==> src/rtl/button_debouncer.sv <==
`default_nettype none
// ============================================================================
//  Module   : button_debouncer
//  Brief    : Multi-channel debouncer and edge detector for the front-panel
//             buttons. Each channel filters an already-synchronized level and
//             emits a debounced level plus one-cycle press/release pulses.
//  Revision : 1.0  initial release
// ============================================================================
// Note: the falling-edge pulse output is named release_pulse because
// "release" is a reserved word in SystemVerilog.
module button_debouncer #(
  parameter int N               = 4,
  parameter int DEBOUNCE_CYCLES = 16
) (
  input  logic         clk,
  input  logic         rst,
  input  logic [N-1:0] in,
  output logic [N-1:0] level,
  output logic [N-1:0] press,
  output logic [N-1:0] release_pulse,
  output logic         any_press
);

  localparam int CNT_W = $clog2(DEBOUNCE_CYCLES);
  // Last count value before a level change is accepted.
  localparam logic [CNT_W-1:0] C_CNT_LAST = CNT_W'(DEBOUNCE_CYCLES - 1);

  typedef enum logic [1:0] {
    S_LOW       = 2'd0,
    S_RISE_WAIT = 2'd1,
    S_HIGH      = 2'd2,
    S_FALL_WAIT = 2'd3
  } state_t;

  // Next-cycle press bits from every channel, used to register any_press
  // in the same cycle the press bits themselves are registered.
  logic [N-1:0] w_press_nxt;
  logic         r_any_press;

  generate
    for (genvar g = 0; g < N; g++) begin : g_chan
      state_t           r_state;
      state_t           w_state_nxt;
      logic [CNT_W-1:0] r_cnt;
      logic [CNT_W-1:0] w_cnt_nxt;
      logic             r_level;
      logic             r_press;
      logic             r_release;
      logic             w_level_nxt;
      logic             w_press_ch;
      logic             w_release_ch;

      // State, counter and registered outputs; reset discards everything,
      // including a HIGH level, without generating a release pulse.
      always_ff @(posedge clk) begin
        if (rst) begin
          r_state   <= S_LOW;
          r_cnt     <= '0;
          r_level   <= 1'b0;
          r_press   <= 1'b0;
          r_release <= 1'b0;
        end else begin
          r_state   <= w_state_nxt;
          r_cnt     <= w_cnt_nxt;
          r_level   <= w_level_nxt;
          r_press   <= w_press_ch;
          r_release <= w_release_ch;
        end
      end

      // Next-state, counter and pulse decode; any bounce restarts the count.
      always_comb begin
        w_state_nxt  = r_state;
        w_cnt_nxt    = r_cnt;
        w_level_nxt  = r_level;
        w_press_ch   = 1'b0;
        w_release_ch = 1'b0;
        case (r_state)
          S_LOW: begin
            w_level_nxt = 1'b0;
            if (in[g]) begin
              w_state_nxt = S_RISE_WAIT;
              w_cnt_nxt   = CNT_W'(1);
            end
          end
          S_RISE_WAIT: begin
            w_level_nxt = 1'b0;
            if (!in[g]) begin
              w_state_nxt = S_LOW;
              w_cnt_nxt   = '0;
            end else if (r_cnt == C_CNT_LAST) begin
              w_state_nxt = S_HIGH;
              w_cnt_nxt   = '0;
              w_level_nxt = 1'b1;
              w_press_ch  = 1'b1;
            end else begin
              w_cnt_nxt = r_cnt + 1'b1;
            end
          end
          S_HIGH: begin
            w_level_nxt = 1'b1;
            if (!in[g]) begin
              w_state_nxt = S_FALL_WAIT;
              w_cnt_nxt   = CNT_W'(1);
            end
          end
          S_FALL_WAIT: begin
            w_level_nxt = 1'b1;
            if (in[g]) begin
              w_state_nxt = S_HIGH;
              w_cnt_nxt   = '0;
            end else if (r_cnt == C_CNT_LAST) begin
              w_state_nxt  = S_LOW;
              w_cnt_nxt    = '0;
              w_level_nxt  = 1'b0;
              w_release_ch = 1'b1;
            end else begin
              w_cnt_nxt = r_cnt + 1'b1;
            end
          end
          default: begin
            w_state_nxt = S_LOW;
            w_cnt_nxt   = '0;
            w_level_nxt = 1'b0;
          end
        endcase
      end

      assign w_press_nxt[g]   = w_press_ch;
      assign level[g]         = r_level;
      assign press[g]         = r_press;
      assign release_pulse[g] = r_release;
    end
  endgenerate

  // Aggregate press flag, registered alongside the per-channel press bits.
  always_ff @(posedge clk) begin
    if (rst) begin
      r_any_press <= 1'b0;
    end else begin
      r_any_press <= |w_press_nxt;
    end
  end

  assign any_press = r_any_press;

endmodule
`default_nettype wire
==> config.mk <==
export PLATFORM = sky130hd
export DESIGN_NAME = button_debouncer
export DESIGN_NICKNAME = d
export VERILOG_FILES = /design/src/rtl/button_debouncer.sv
export SDC_FILE = /design/constraint.sdc
export NUM_CORES = 1
export LEC_CHECK = 0
export ABC_AREA = 1
export BUFFER_PORTS_ARGS = -buffer_cell sky130_fd_sc_hd__buf_4
export CAP_MARGIN = 20
export CORE_ASPECT_RATIO = 0.8
export CORE_MARGIN = 4
export CORE_UTILIZATION = 51
export CTS_CLUSTER_DIAMETER = 30
export DETAILED_ROUTE_END_ITERATION = 10
export PLACE_DENSITY = 0.74
export SETUP_SLACK_MARGIN = 0.02
export SLEW_MARGIN = 0
export SYNTH_ARGS = -nofsm -noshare
export SYNTH_HDL_FRONTEND = slang
export SYNTH_SLANG_ARGS = --single-unit
export TNS_END_PERCENT = 20
==> constraint.sdc <==
create_clock -name clk -period 1.1 [get_ports clk]
set_clock_uncertainty 0.15 [all_clocks]
set_input_delay 0.11 -clock clk [delete_from_list [all_inputs] [get_ports clk]]
set_output_delay 0.11 -clock clk [all_outputs]
set_load 0.02 [all_outputs]
==> results of run 1 <==
## where the power goes
| group | switching [W] | internal [W] | leakage [nW] |
|---|---|---|---|
| registers | 0.0000229 | 0.00136 | 0.306 |
| clock network | 0.000509 | 0.000508 | 0.0512 |
| logic | 0.000140 | 0.000121 | 0.704 |
| total | 0.000672 | 0.00199 | 1.06 |
## what timing repair did
item                                    CTS  global route
endpoints found under the setup margin   34            36
endpoints found under the hold margin     9             2
buffers inserted                          2             3
resized for setup                         8            37
hold buffers                              5             1
pin swaps                                 8            10
## logic make-up (layout without fill, tap and decap cells)
kind of cell | count (synthesis) | count (layout) | share of synthesized area
AOI/OAI and AO/OA | 35 | 35 | 0.1132
xor gates and xnor gates | 1 | 1 | 0.005178
adders and majority gates | 4 | 4 | 0.02959
buffers and inverters | 43 | 98 | 0.1228
DFF | 37 | 37 | 0.4379
and+or+nand+nor | 105 | 105 | 0.2914
## metrics by stage
stage | total power [W] | instances | setup TNS (ns) | setup WS, ns
after detailed placement | 0.001629 | 301 | -1.194 | -0.1003
after floorplan | 0.001523 | 225 | -0.1685 | -0.02898
after global routing | 0.002771 | 320 | -3.161 | -0.1652
after CTS | 0.002647 | 316 | -1.031 | -0.07889
final | 0.002660 | 320 | -1.265 | -0.1102
after global placement | 0.001622 | 301 | -0.7155 | -0.08223
## layer usage
layer	global-route usage	share of wire
met1	0.2534	0.48
met3	0.05085	0.047
met2	0.3191	0.46
met4	0.05526	0.011
met5	0	0
## worst paths after layout
path                                           from                              end  depth (start not counted)
setup reg to reg    g_chan[1].r_cnt[0]$_SDFFE_PP0P_  g_chan[1].r_cnt[3]$_SDFFE_PP0P_                          7
hold reg to reg   g_chan[0].r_state[0]$_SDFFE_PP0P_  g_chan[0].r_cnt[0]$_SDFFE_PP0P_                          2
hold / removal                                in[0]   g_chan[0].r_release$_SDFF_PP0_                          4
setup / recovery    g_chan[1].r_cnt[0]$_SDFFE_PP0P_  g_chan[1].r_cnt[3]$_SDFFE_PP0P_                          7
## critical path, cell delays in order (launching register included)
cell and delay (ns):
sky130_fd_sc_hd__dfxtp_2 0.34, sky130_fd_sc_hd__ha_4 0.16, sky130_fd_sc_hd__nand3_4 0.09, sky130_fd_sc_hd__buf_4 0.11, sky130_fd_sc_hd__inv_2 0.03, sky130_fd_sc_hd__nor2_2 0.08, sky130_fd_sc_hd__nand2_1 0.06, sky130_fd_sc_hd__a21oi_1 0.12
## cell usage after synthesis
library cell and instances:
sky130_fd_sc_hd__o211ai_1 1, sky130_fd_sc_hd__inv_2 4, sky130_fd_sc_hd__nand3_1 12, sky130_fd_sc_hd__nor2_2 6
sky130_fd_sc_hd__clkinv_1 1, sky130_fd_sc_hd__o21ai_1 4, sky130_fd_sc_hd__ha_1 4, sky130_fd_sc_hd__a21oi_2 2
sky130_fd_sc_hd__a21oi_1 20, sky130_fd_sc_hd__nor2_4 2, sky130_fd_sc_hd__nand3_2 2, sky130_fd_sc_hd__nand2_2 1
sky130_fd_sc_hd__buf_2 1, sky130_fd_sc_hd__o22ai_1 2, sky130_fd_sc_hd__nand2_1 57, sky130_fd_sc_hd__dfxtp_1 37
sky130_fd_sc_hd__buf_4 12, sky130_fd_sc_hd__inv_1 24, sky130_fd_sc_hd__o21ai_2 1, sky130_fd_sc_hd__nor2_1 9
sky130_fd_sc_hd__o21ai_0 5, sky130_fd_sc_hd__or2_1 1, sky130_fd_sc_hd__nor4_1 2, sky130_fd_sc_hd__clkbuf_1 1
sky130_fd_sc_hd__nor3_1 3, sky130_fd_sc_hd__xor2_1 1, sky130_fd_sc_hd__nand4_1 8, sky130_fd_sc_hd__nand3b_1 2
## final cells by class
type / count / area (µm²)
clock buffers: 6 / 82.58
clock inverters: 2 / 13.76
fillers: 222 / 659.4
inverters: 29 / 108.9
multi-input cells: 145 / 964.7
flip-flops and latches: 37 / 762.0
well taps: 40 / 50.05
repair buffers: 61 / 489.2
==> out/qor.log, run 1 <==
[routing] length of the first detailed-routing pass in iterations 6
[cells_and_area] final standard cell area without fillers 2471 µm²
[cts] clock tree from TritonCTS built
[timing] remaining max-slew budget at the tightest pin 0.8371
[global_routing] total routing resource utilization after global routing 0.1943
[yosys] biggest area contributors in the synthesized netlist sky130_fd_sc_hd__dfxtp_1 (44%), sky130_fd_sc_hd__nand2_1 (13%), sky130_fd_sc_hd__a21oi_1 (5.9%)
[cts] Skew-Pair Late Insertion Delay 0.30 ns
[cts] clk sink count 37
[routing] DRC errors left 0
[timing] RSZ-0062 raised after global routing true
[routing] ratio of routed vias to standard cells 5.009
[timing] final-report hold violation count 1
[cts] H-tree depth reported by CTS 2
[routing] initial DRC count 93
[global_routing] global-route wire length before repair 6.479 mm
[timing] minimum setup slack in the final design -0.1102 ns
[worst_hold_path] class of the tightest hold or removal check input port to flip-flop
[timing] Max Freq 826.3 MHz
[power_and_ir_drop] Pwr per Cell Area 1076 nW/µm²
[placed_design] I/O Buffers 18
[floorplan] initial standard-cell utilization of the core 0.5404
[yosys] post-synth top area share 0.4379
[cts] cts bufs inserted 5
[cells_and_area] share of layout cells above drive strength 1 0.4571
[yosys] synthesized instance count 225
[global_routing] number of global-route vias before repair 1460
[routing] routed length per placed instance 12.11 µm
[cells_and_area] Util after Layout 0.7894
[setup_path] largest fanout on the critical path 2
[run] number of max-cap violations 0
[global_routing] antenna violations before repair 0
[yosys] number of library cell types mapped by synthesis 28
[routing] DRT antenna net count 0
[timing] final-layout worst hold slack -0.003703 ns
[floorplan] area of the core region 3131 µm²
[yosys] register bit total from synthesis 37
[yosys] synthesized cell area 1692 µm²
[cts] Clock Tree Buf Depth 2
[setup_path] critical path start-end classification flip-flop to flip-flop
[yosys] area leader, netlist sky130_fd_sc_hd__dfxtp_1
[placed_design] placed cell areas 2138 µm²
[routing] Vias 1603
[setup_path] kind of capture point of the worst setup path flip-flop
[global_routing] Overflow after GRT 0
[timing] Final setup viols 25
[timing] period utilisation layout 1.100
[placed_design] GPL Wtd Cong 0.8361
[floorplan] full die area 4308 µm²
[yosys] sequential cell area fraction in the yosys report 0.4379
[floorplan] Placement Rows 18
[power_and_ir_drop] Pleak 1.062 nW
[cells_and_area] count of inserted antenna diode cells 0
[cells_and_area] number of nets in the finished design 289
[floorplan] Chip Width 72.39 µm
[cells_and_area] signed area change from the synthesized netlist to the final layout 46.08%
[yosys] Post-Syn Nets 235
[cts] clock edge transition at the registers on the reported setup and hold paths 0.08 ns
[setup_path] WP data arrival 1.30 ns
[placed_design] detailed placer's ending HPWL 2.637 mm
[timing] Slew Limit Fails 0
[setup_path] Startpoint Class flip-flop
[run_status] violations in the final reports negative hold slack, negative setup slack
[setup_path] setup slack, reg-to-reg -0.11 ns
[timing] transition at the pin with the smallest max-transition slack 0.2421 ns
[yosys] warning count from the yosys run 0
[run_status] run status complete, but fails checks
[floorplan] Boundary Pins 19
[power_and_ir_drop] maximum ir drop on the vdd rail 0.8597 mV
[routing] final WL 3.876 mm
[timing] post-layout minimum cycle time 1.210 ns
[floorplan] Die Y-Extent 59.51 µm
[yosys] average cell area after synthesis 7.518 µm²
[setup_path] WP data required 1.18 ns
[cells_and_area] most common cell after layout, fill and taps aside sky130_fd_sc_hd__buf_4
[cells_and_area] commonest cells after routing, fill and taps aside sky130_fd_sc_hd__buf_4 (53), sky130_fd_sc_hd__nand2_1 (49), sky130_fd_sc_hd__dfxtp_1 (24), sky130_fd_sc_hd__inv_1 (19), sky130_fd_sc_hd__a21oi_1 (13)
[cts] root buf cell sky130_fd_sc_hd__clkbuf_8
[global_routing] largest net degree at the start of global routing 13
Note: power is estimated with default switching activity, not from simulation.
==> run 2: changes to the inputs <==
--- a/config.mk
+++ b/config.mk
@@ -10,10 +10,9 @@
 export CAP_MARGIN = 20
 export CORE_ASPECT_RATIO = 0.8
 export CORE_MARGIN = 4
-export CORE_UTILIZATION = 51
+export CORE_UTILIZATION = 30
 export CTS_CLUSTER_DIAMETER = 30
 export DETAILED_ROUTE_END_ITERATION = 10
-export PLACE_DENSITY = 0.74
 export SETUP_SLACK_MARGIN = 0.02
 export SLEW_MARGIN = 0
 export SYNTH_ARGS = -nofsm -noshare
==> run 2 against run 1 <==
Effect of this change:
- worst hold slack worse by 0.032 ns
- largest cell class unchanged
- wire length fell by 7.6%
- critical endpoint is now any_press$_SDFF_PP0_
- the run still ends with negative hold slack, negative setup slack left
- sequential share of layout area decreased by 0.16 points
- critical path type unchanged
- design area fell by 0.30%
==> out/qor.log, run 2 (synthesis results as in run 1) <==
[placed_design] placed cell areas 2206 µm² [+3.2%]
[timing] RSZ-0062 raised after global routing true
[placed_design] detailed placer's ending HPWL 2.752 mm [+4.4%]
[worst_hold_path] class of the tightest hold or removal check input port to flip-flop
[run_status] violations in the final reports negative hold slack, negative setup slack
[cts] Skew-Pair Late Insertion Delay 0.29 ns [about the same]
[setup_path] r2r endpoint any_press$_SDFF_PP0_
[timing] final-report hold violation count 3 [+2]
[routing] DRT antenna net count 0 [unchanged]
[setup_path] WP data required 1.18 ns [about the same]
[floorplan] Chip Width 91.96 µm [+27%]
[run_status] run status complete, but fails checks
[cts] clk sink count 37 [unchanged]
[placed_design] I/O Buffers 18 [unchanged]
[setup_path] master of the slowest instance on the critical path sky130_fd_sc_hd__dfxtp_2
[timing] transition at the pin with the smallest max-transition slack 0.2210 ns [-0.02102 ns]
[global_routing] total routing resource utilization after global routing 0.1157 [-0.07856]
[cells_and_area] most common cell after layout, fill and taps aside sky130_fd_sc_hd__buf_4
[power_and_ir_drop] maximum ir drop on the vdd rail 0.5442 mV [-37%]
[timing] period utilisation layout 1.069 [-0.03135]
[global_routing] number of global-route vias before repair 1423 [-2.5%]
[floorplan] full die area 6912 µm² [+60%]
[routing] final WL 3.583 mm [-7.6%]
[cells_and_area] signed area change from the synthesized netlist to the final layout 45.64%
[setup_path] kind of capture point of the worst setup path flip-flop
[routing] initial DRC count 87 [-6.5%]
[cts] Clock Tree Buf Depth 2 [unchanged]
[timing] Final setup viols 22 [-12%]
[global_routing] global-route wire length before repair 6.230 mm [-3.8%]
[cells_and_area] final standard cell area without fillers 2464 µm² [-0.30%]
[setup_path] launch point of the worst reg-to-reg path g_chan[1].r_cnt[0]$_SDFFE_PP0P_
[cts] clock tree from TritonCTS built
[power_and_ir_drop] Switching Share 0.2178 [-0.03472]
[cts] root buf cell sky130_fd_sc_hd__clkbuf_8
[setup_path] setup slack, reg-to-reg -0.08 ns [+0.03 ns]
[cells_and_area] count of inserted antenna diode cells 0 [unchanged]
[worst_hold_path] origin of the worst min-delay path in[0]
[power_and_ir_drop] Clk network pwr share 0.427 [+0.045]
[floorplan] Boundary Pins 19 [unchanged]
[timing] post-layout minimum cycle time 1.176 ns [-0.03449 ns]
[cts] H-tree depth reported by CTS 2 [unchanged]
[timing] remaining max-slew budget at the tightest pin 0.8513 [+0.01414]
[cells_and_area] fill cell instance count of the final layout 561 [+150%]
[timing] final-layout worst hold slack -0.03560 ns [-0.03189 ns]
[floorplan] area of the core region 5465 µm² [+75%]
[routing] routed length per placed instance 10.06 µm [-17%]
[power_and_ir_drop] Pwr per Cell Area 1150 nW/µm² [+6.9%]
[routing] length of the first detailed-routing pass in iterations 4 [-2]
[power_and_ir_drop] Pint 0.002217 W [+12%]
[setup_path] largest fanout on the critical path 6 [+4]
[placed_design] Placement Setup Slack -0.09158 ns [+0.008675 ns]
[cells_and_area] share of layout cells above drive strength 1 0.4029 [-0.05427]
[floorplan] Die Y-Extent 75.17 µm [+26%]
[setup_path] Startpoint Class flip-flop
[timing] Slew Limit Fails 0 [unchanged]
[setup_path] crit path cell chain ha_4 -> nand3_4 -> nor2_4 -> nand3b_1 -> nand4_1
[cts] number of buffers inserted for hold repair after clock tree synthesis 4 [-1]
[power_and_ir_drop] Pleak 1.070 nW [+0.76%]
[routing] Vias 1543 [-3.7%]
[global_routing] antenna violations before repair 0 [unchanged]
[global_routing] largest net degree at the start of global routing 12 [-1]
[routing] DRC errors left 0 [unchanged]
[setup_path] CP max stage delay 0.35 ns [about the same]
[setup_path] WP data arrival 1.25 ns [-0.05 ns]
[timing] Max Freq 850.5 MHz [+2.9%]
[cts] clock edge transition at the registers on the reported setup and hold paths 0.07 ns [about the same]
[cells_and_area] number of nets in the finished design 287 [-0.69%]
[worst_hold_path] cell count of the worst hold path 3 [-1]
[placed_design] GPL Wtd Cong 0.7851 [-6.1%]
[global_routing] Overflow after GRT 0 [unchanged]
[run] number of max-cap violations 0 [unchanged]
[power_and_ir_drop] power after layout 0.002834 W [+6.6%]
[timing] final total negative setup slack -0.9136 ns [+0.3515 ns]
[setup_path] critical path start-end classification flip-flop to flip-flop
[power_and_ir_drop] total net switching power 0.0006174 W [-8.1%]
[power_and_ir_drop] portion of total power attributed to combinational logic 0.085 [-0.013]
[setup_path] Worst Reg-to-Reg Cells 5 [-2]
[routing] ratio of routed vias to standard cells 4.334 [-13%]
[cells_and_area] commonest cells after routing, fill and taps aside sky130_fd_sc_hd__buf_4 (53), sky130_fd_sc_hd__nand2_1 (52), sky130_fd_sc_hd__dfxtp_1 (25), sky130_fd_sc_hd__inv_1 (24), sky130_fd_sc_hd__a21oi_1 (18)
[timing] minimum setup slack in the final design -0.07576 ns [+0.03449 ns]
[floorplan] Placement Rows 24 [+6]
[power_and_ir_drop] share of total power in sequential cells 0.488 [-0.031]
[cts] cts bufs inserted 5 [unchanged]
[floorplan] initial standard-cell utilization of the core 0.3095 [-0.2308]
==> run 2: cell types whose count changed in the layout (fill, tap and decap cells not counted), sizes merged <==
cell / previous run / this run
clkinv: 3 / 1
dlygate4sd3: 6 / 4
bufinv: 0 / 1
clkbuf: 6 / 7
==> run 2: power groups by stage <==
stage	Clock (W)	Combinational (W)	Sequential [W]
3_5_place_dp	0	0.000213	0.00142
5_1_grt	0.00131	0.000267	0.00139
3_3_place_gp	0	0.000213	0.00141
6_report	0.00121	0.000240	0.00138
2_1_floorplan	0	0.000103	0.00142
4_1_cts	0.00126	0.000237	0.00138
==> run 2: area by class of cell <==
cell class                      instances  area (µm²)  area share
Timing Repair Buffer                   59       478.0      0.1940
Clock inverter                          1       30.03     0.01219
Inverter                               29       108.9     0.04418
Multi-Input combinational cell        145       907.1      0.3682
Clock buffer                            7       86.33     0.03504
Tap cell                               78       97.59     0.03961
Sequential cell                        37       755.7      0.3068
==> run 2: how the worst max path moves through the flow <==
stage / from / endpoint / depth (start not counted)
global placement: g_chan[1].r_cnt[1]$_SDFFE_PP0P_ / any_press$_SDFF_PP0_ / 5
global route: g_chan[1].r_cnt[0]$_SDFFE_PP0P_ / any_press$_SDFF_PP0_ / 5
detailed placement: g_chan[1].r_cnt[1]$_SDFFE_PP0P_ / any_press$_SDFF_PP0_ / 5
CTS: g_chan[1].r_cnt[0]$_SDFFE_PP0P_ / any_press$_SDFF_PP0_ / 5
finish: g_chan[1].r_cnt[0]$_SDFFE_PP0P_ / any_press$_SDFF_PP0_ / 5
floorplan: g_chan[1].r_cnt[1]$_SDFFE_PP0P_ / g_chan[1].r_release$_SDFF_PP0_ / 5
==> run 2: timing repair <==
action                                  CTS  global route
gates cloned                              0             0
buffers inserted                          1             3
resized for setup                        14             5
endpoints found under the setup margin   33            36
endpoints found under the hold margin    10             3
pin swaps                                 7             1
==> run 2: layer usage <==
layer / part of all wire / global-route usage / vias to the layer above / wire (µm)
met3: 0.049 / 0.03696 / 5 / 176
li1: - / - / 829 / -
met5: 0 / 0 / - / 0
met4: 0.015 / 0.04942 / 0 / 54
met1: 0.49 / 0.1471 / 687 / 1773
met2: 0.44 / 0.1837 / 22 / 1578
==> run 2: per-stage QoR <==
step	std cells	utilization	hold WS, ns
final	356	0.4508	-0.03560
after floorplan	225	-	0.03588
after detailed placement	340	0.4036	0.1549
after global placement	340	0.4036	0.1531
after CTS	353	0.4423	-0.04047
after global routing	356	0.4508	-0.04529
==> run 2: worst max-delay path, delay by kind of cell (launching register included) <==
kind                     cells  cell delay, ns
adder cells (fa/ha/maj)      1            0.15
flip-flops                   1            0.35
AND/OR/NAND/NOR              4            0.47
==> run 3: changes to the inputs <==
--- a/config.mk
+++ b/config.mk
@@ -11,6 +11,7 @@
 export CORE_ASPECT_RATIO = 0.8
 export CORE_MARGIN = 4
 export CORE_UTILIZATION = 30
+export CTS_BUF_LIST = sky130_fd_sc_hd__clkbuf_16
 export CTS_CLUSTER_DIAMETER = 30
 export DETAILED_ROUTE_END_ITERATION = 10
 export SETUP_SLACK_MARGIN = 0.02
==> run 3 against run 2 <==
Effect of this change:
- the flow still finishes with violations (negative hold slack, negative setup slack)
- combinational power up 2%
- largest cell class unchanged
- sequential power about the same
- largest power group is now clock
- design area up 2.4%
- via count up 1.7%
==> out/qor.log, run 3 (synthesis results as in run 1) <==
[timing] minimum setup slack in the final design -0.07715 ns [-0.001391 ns]
[cts] clk sink count 37 [unchanged]
[routing] DRC errors left 0 [unchanged]
[setup_path] WP data arrival 1.23 ns [-0.02 ns]
[floorplan] Placement Rows 24 [unchanged]
[floorplan] initial standard-cell utilization of the core 0.3095 [unchanged]
[floorplan] Boundary Pins 19 [unchanged]
[cts] clock edge transition at the registers on the reported setup and hold paths 0.06 ns [about the same]
[worst_hold_path] origin of the worst min-delay path in[0]
[routing] Vias 1569 [+1.7%]
[global_routing] Overflow after GRT 0 [unchanged]
[timing] transition at the pin with the smallest max-transition slack 0.2210 ns [-0.000005960 ns]
[timing] post-layout minimum cycle time 1.177 ns [+0.001391 ns]
[routing] length of the first detailed-routing pass in iterations 4 [unchanged]
[setup_path] kind of capture point of the worst setup path flip-flop
[cells_and_area] commonest cells after routing, fill and taps aside sky130_fd_sc_hd__buf_4 (53), sky130_fd_sc_hd__nand2_1 (52), sky130_fd_sc_hd__inv_1 (25), sky130_fd_sc_hd__dfxtp_1 (25), sky130_fd_sc_hd__a21oi_1 (18)
[setup_path] launch point of the worst reg-to-reg path g_chan[3].r_cnt[1]$_SDFFE_PP0P_
[cts] Clock Tree Buf Depth 2 [unchanged]
[power_and_ir_drop] maximum ir drop on the vdd rail 0.6043 mV [+11%]
[run_status] run status complete, but fails checks
[setup_path] start point of the critical path g_chan[3].r_cnt[1]$_SDFFE_PP0P_
[timing] Max Freq 849.5 MHz [-0.12%]
[placed_design] detailed placer's ending HPWL 2.752 mm [unchanged]
[timing] final-report hold violation count 1 [-2]
[run_status] violations in the final reports negative hold slack, negative setup slack
[placed_design] I/O Buffers 18 [unchanged]
[floorplan] Die Y-Extent 75.17 µm [unchanged]
[cells_and_area] count of inserted antenna diode cells 0 [unchanged]
[cells_and_area] signed area change from the synthesized netlist to the final layout 49.11%
[cells_and_area] final standard cell area without fillers 2522 µm² [+2.4%]
[cts] clock tree from TritonCTS built
[power_and_ir_drop] Pwr per Cell Area 1272 nW/µm² [+11%]
[setup_path] largest fanout on the critical path 4 [-2]
[run] number of max-cap violations 0 [unchanged]
[cells_and_area] fill cell instance count of the final layout 561 [unchanged]
[cts] root buf cell sky130_fd_sc_hd__clkbuf_16
[placed_design] Placement Setup Slack -0.09158 ns [unchanged]
[placed_design] placed cell areas 2206 µm² [unchanged]
[cells_and_area] number of nets in the finished design 288 [+0.35%]
[timing] Slew Limit Fails 0 [unchanged]
[placed_design] GPL Wtd Cong 0.7851 [unchanged]
[cells_and_area] Util after Layout 0.4615 [+0.01076]
[global_routing] antenna violations before repair 0 [unchanged]
[setup_path] Startpoint Class flip-flop
[routing] DRT antenna net count 0 [unchanged]
[routing] routed length per placed instance 10.55 µm [+4.8%]
[global_routing] total routing resource utilization after global routing 0.1213 [+0.005638]
[routing] ratio of routed vias to standard cells 4.395 [+1.4%]
[timing] Final setup viols 21 [-4.5%]
[routing] initial DRC count 76 [-13%]
[cells_and_area] most common cell after layout, fill and taps aside sky130_fd_sc_hd__buf_4
[cells_and_area] share of layout cells above drive strength 1 0.4014 [-0.001444]
[cts] Skew-Pair Late Insertion Delay 0.28 ns [about the same]
[floorplan] area of the core region 5465 µm² [unchanged]
[routing] final WL 3.765 mm [+5.1%]
[cts] cts bufs inserted 5 [unchanged]
[global_routing] largest net degree at the start of global routing 12 [unchanged]
[setup_path] WP data required 1.15 ns [-0.03 ns]
[timing] period utilisation layout 1.070 [+0.001264]
[floorplan] Chip Width 91.96 µm [unchanged]
[timing] RSZ-0062 raised after global routing true
[floorplan] full die area 6912 µm² [unchanged]
[cts] H-tree depth reported by CTS 2 [unchanged]
[timing] remaining max-slew budget at the tightest pin 0.8513 [about the same]
[global_routing] number of global-route vias before repair 1424 [+0.070%]
[power_and_ir_drop] Pleak 1.096 nW [+2.4%]
[worst_hold_path] class of the tightest hold or removal check input port to flip-flop
[global_routing] global-route wire length before repair 6.389 mm [+2.6%]
[timing] final-layout worst hold slack -0.01324 ns [+0.02236 ns]
[setup_path] critical path start-end classification flip-flop to flip-flop
[power_and_ir_drop] power after layout 0.003207 W [+13%]
==> run 3: cell count changes in the layout (fill, tap and decap cells not counted), sizes merged <==
| cell | previous run | this run |
|---|---|---|
| clkbuf | 7 | 5 |
| clkinv | 1 | 2 |
| dlygate4sd3 | 4 | 5 |
| inv | 28 | 29 |
==> run 3: per-layer routing <==
layer	share of wire	vias to the layer above	track usage
met5	0	-	0
met4	0.024	0	0.06919
met3	0.045	6	0.03696
met2	0.45	23	0.1934
met1	0.48	713	0.1484
li1	-	827	-
==> run 3: power by group <==
part           switching, W  internal, W  total [W]
clock network      0.000524      0.00105    0.00158
registers         0.0000207      0.00137    0.00139
logic              0.000129     0.000116   0.000245
total              0.000673      0.00253    0.00321
==> run 3: worst paths after layout <==
path                                         end  cells after the start  slack (ns)
setup / recovery                       flip-flop                      5       -0.08
hold reg to reg   g_chan[0].r_release$_SDFF_PP0_                      2        0.36
setup reg to reg                       flip-flop                      5       -0.08
hold / removal    g_chan[0].r_release$_SDFF_PP0_                      4       -0.01
==> run 3: timing repair <==
action / in CTS / in global routing
pin swaps: 7 / 5
gates resized for setup: 13 / 7
endpoints found under the hold margin: 10 / 2
endpoints found under the setup margin: 33 / 36
buffers inserted: 1 / 3
hold buffers: 4 / 1
==> run 3: stage by stage <==
stage / setup TNS, ns / instances
finish: -0.9673 / 357
global placement: -0.9396 / 340
global route: -3.287 / 357
detailed placement: -1.153 / 340
floorplan: -0.1685 / 225
CTS: -0.9975 / 353
==> run 3: critical path, cell delays in order (launching register included) <==
cell	delay, ns
sky130_fd_sc_hd__dfxtp_2	0.35
sky130_fd_sc_hd__ha_4	0.16
sky130_fd_sc_hd__nand3_4	0.10
sky130_fd_sc_hd__nor2_4	0.17
sky130_fd_sc_hd__o21ai_2	0.07
sky130_fd_sc_hd__a21oi_1	0.10
==> run 3: final cells by class <==
class | instances | area [µm²] | area share
multi-input combinational | 145 | 909.6 | 0.3606
tap | 78 | 97.59 | 0.03869
sequential | 37 | 755.7 | 0.2996
inverter | 29 | 108.9 | 0.04315
timing repair buffer | 60 | 488.0 | 0.1935
clock buffer | 5 | 125.1 | 0.04960
clock inverter | 3 | 37.54 | 0.01488
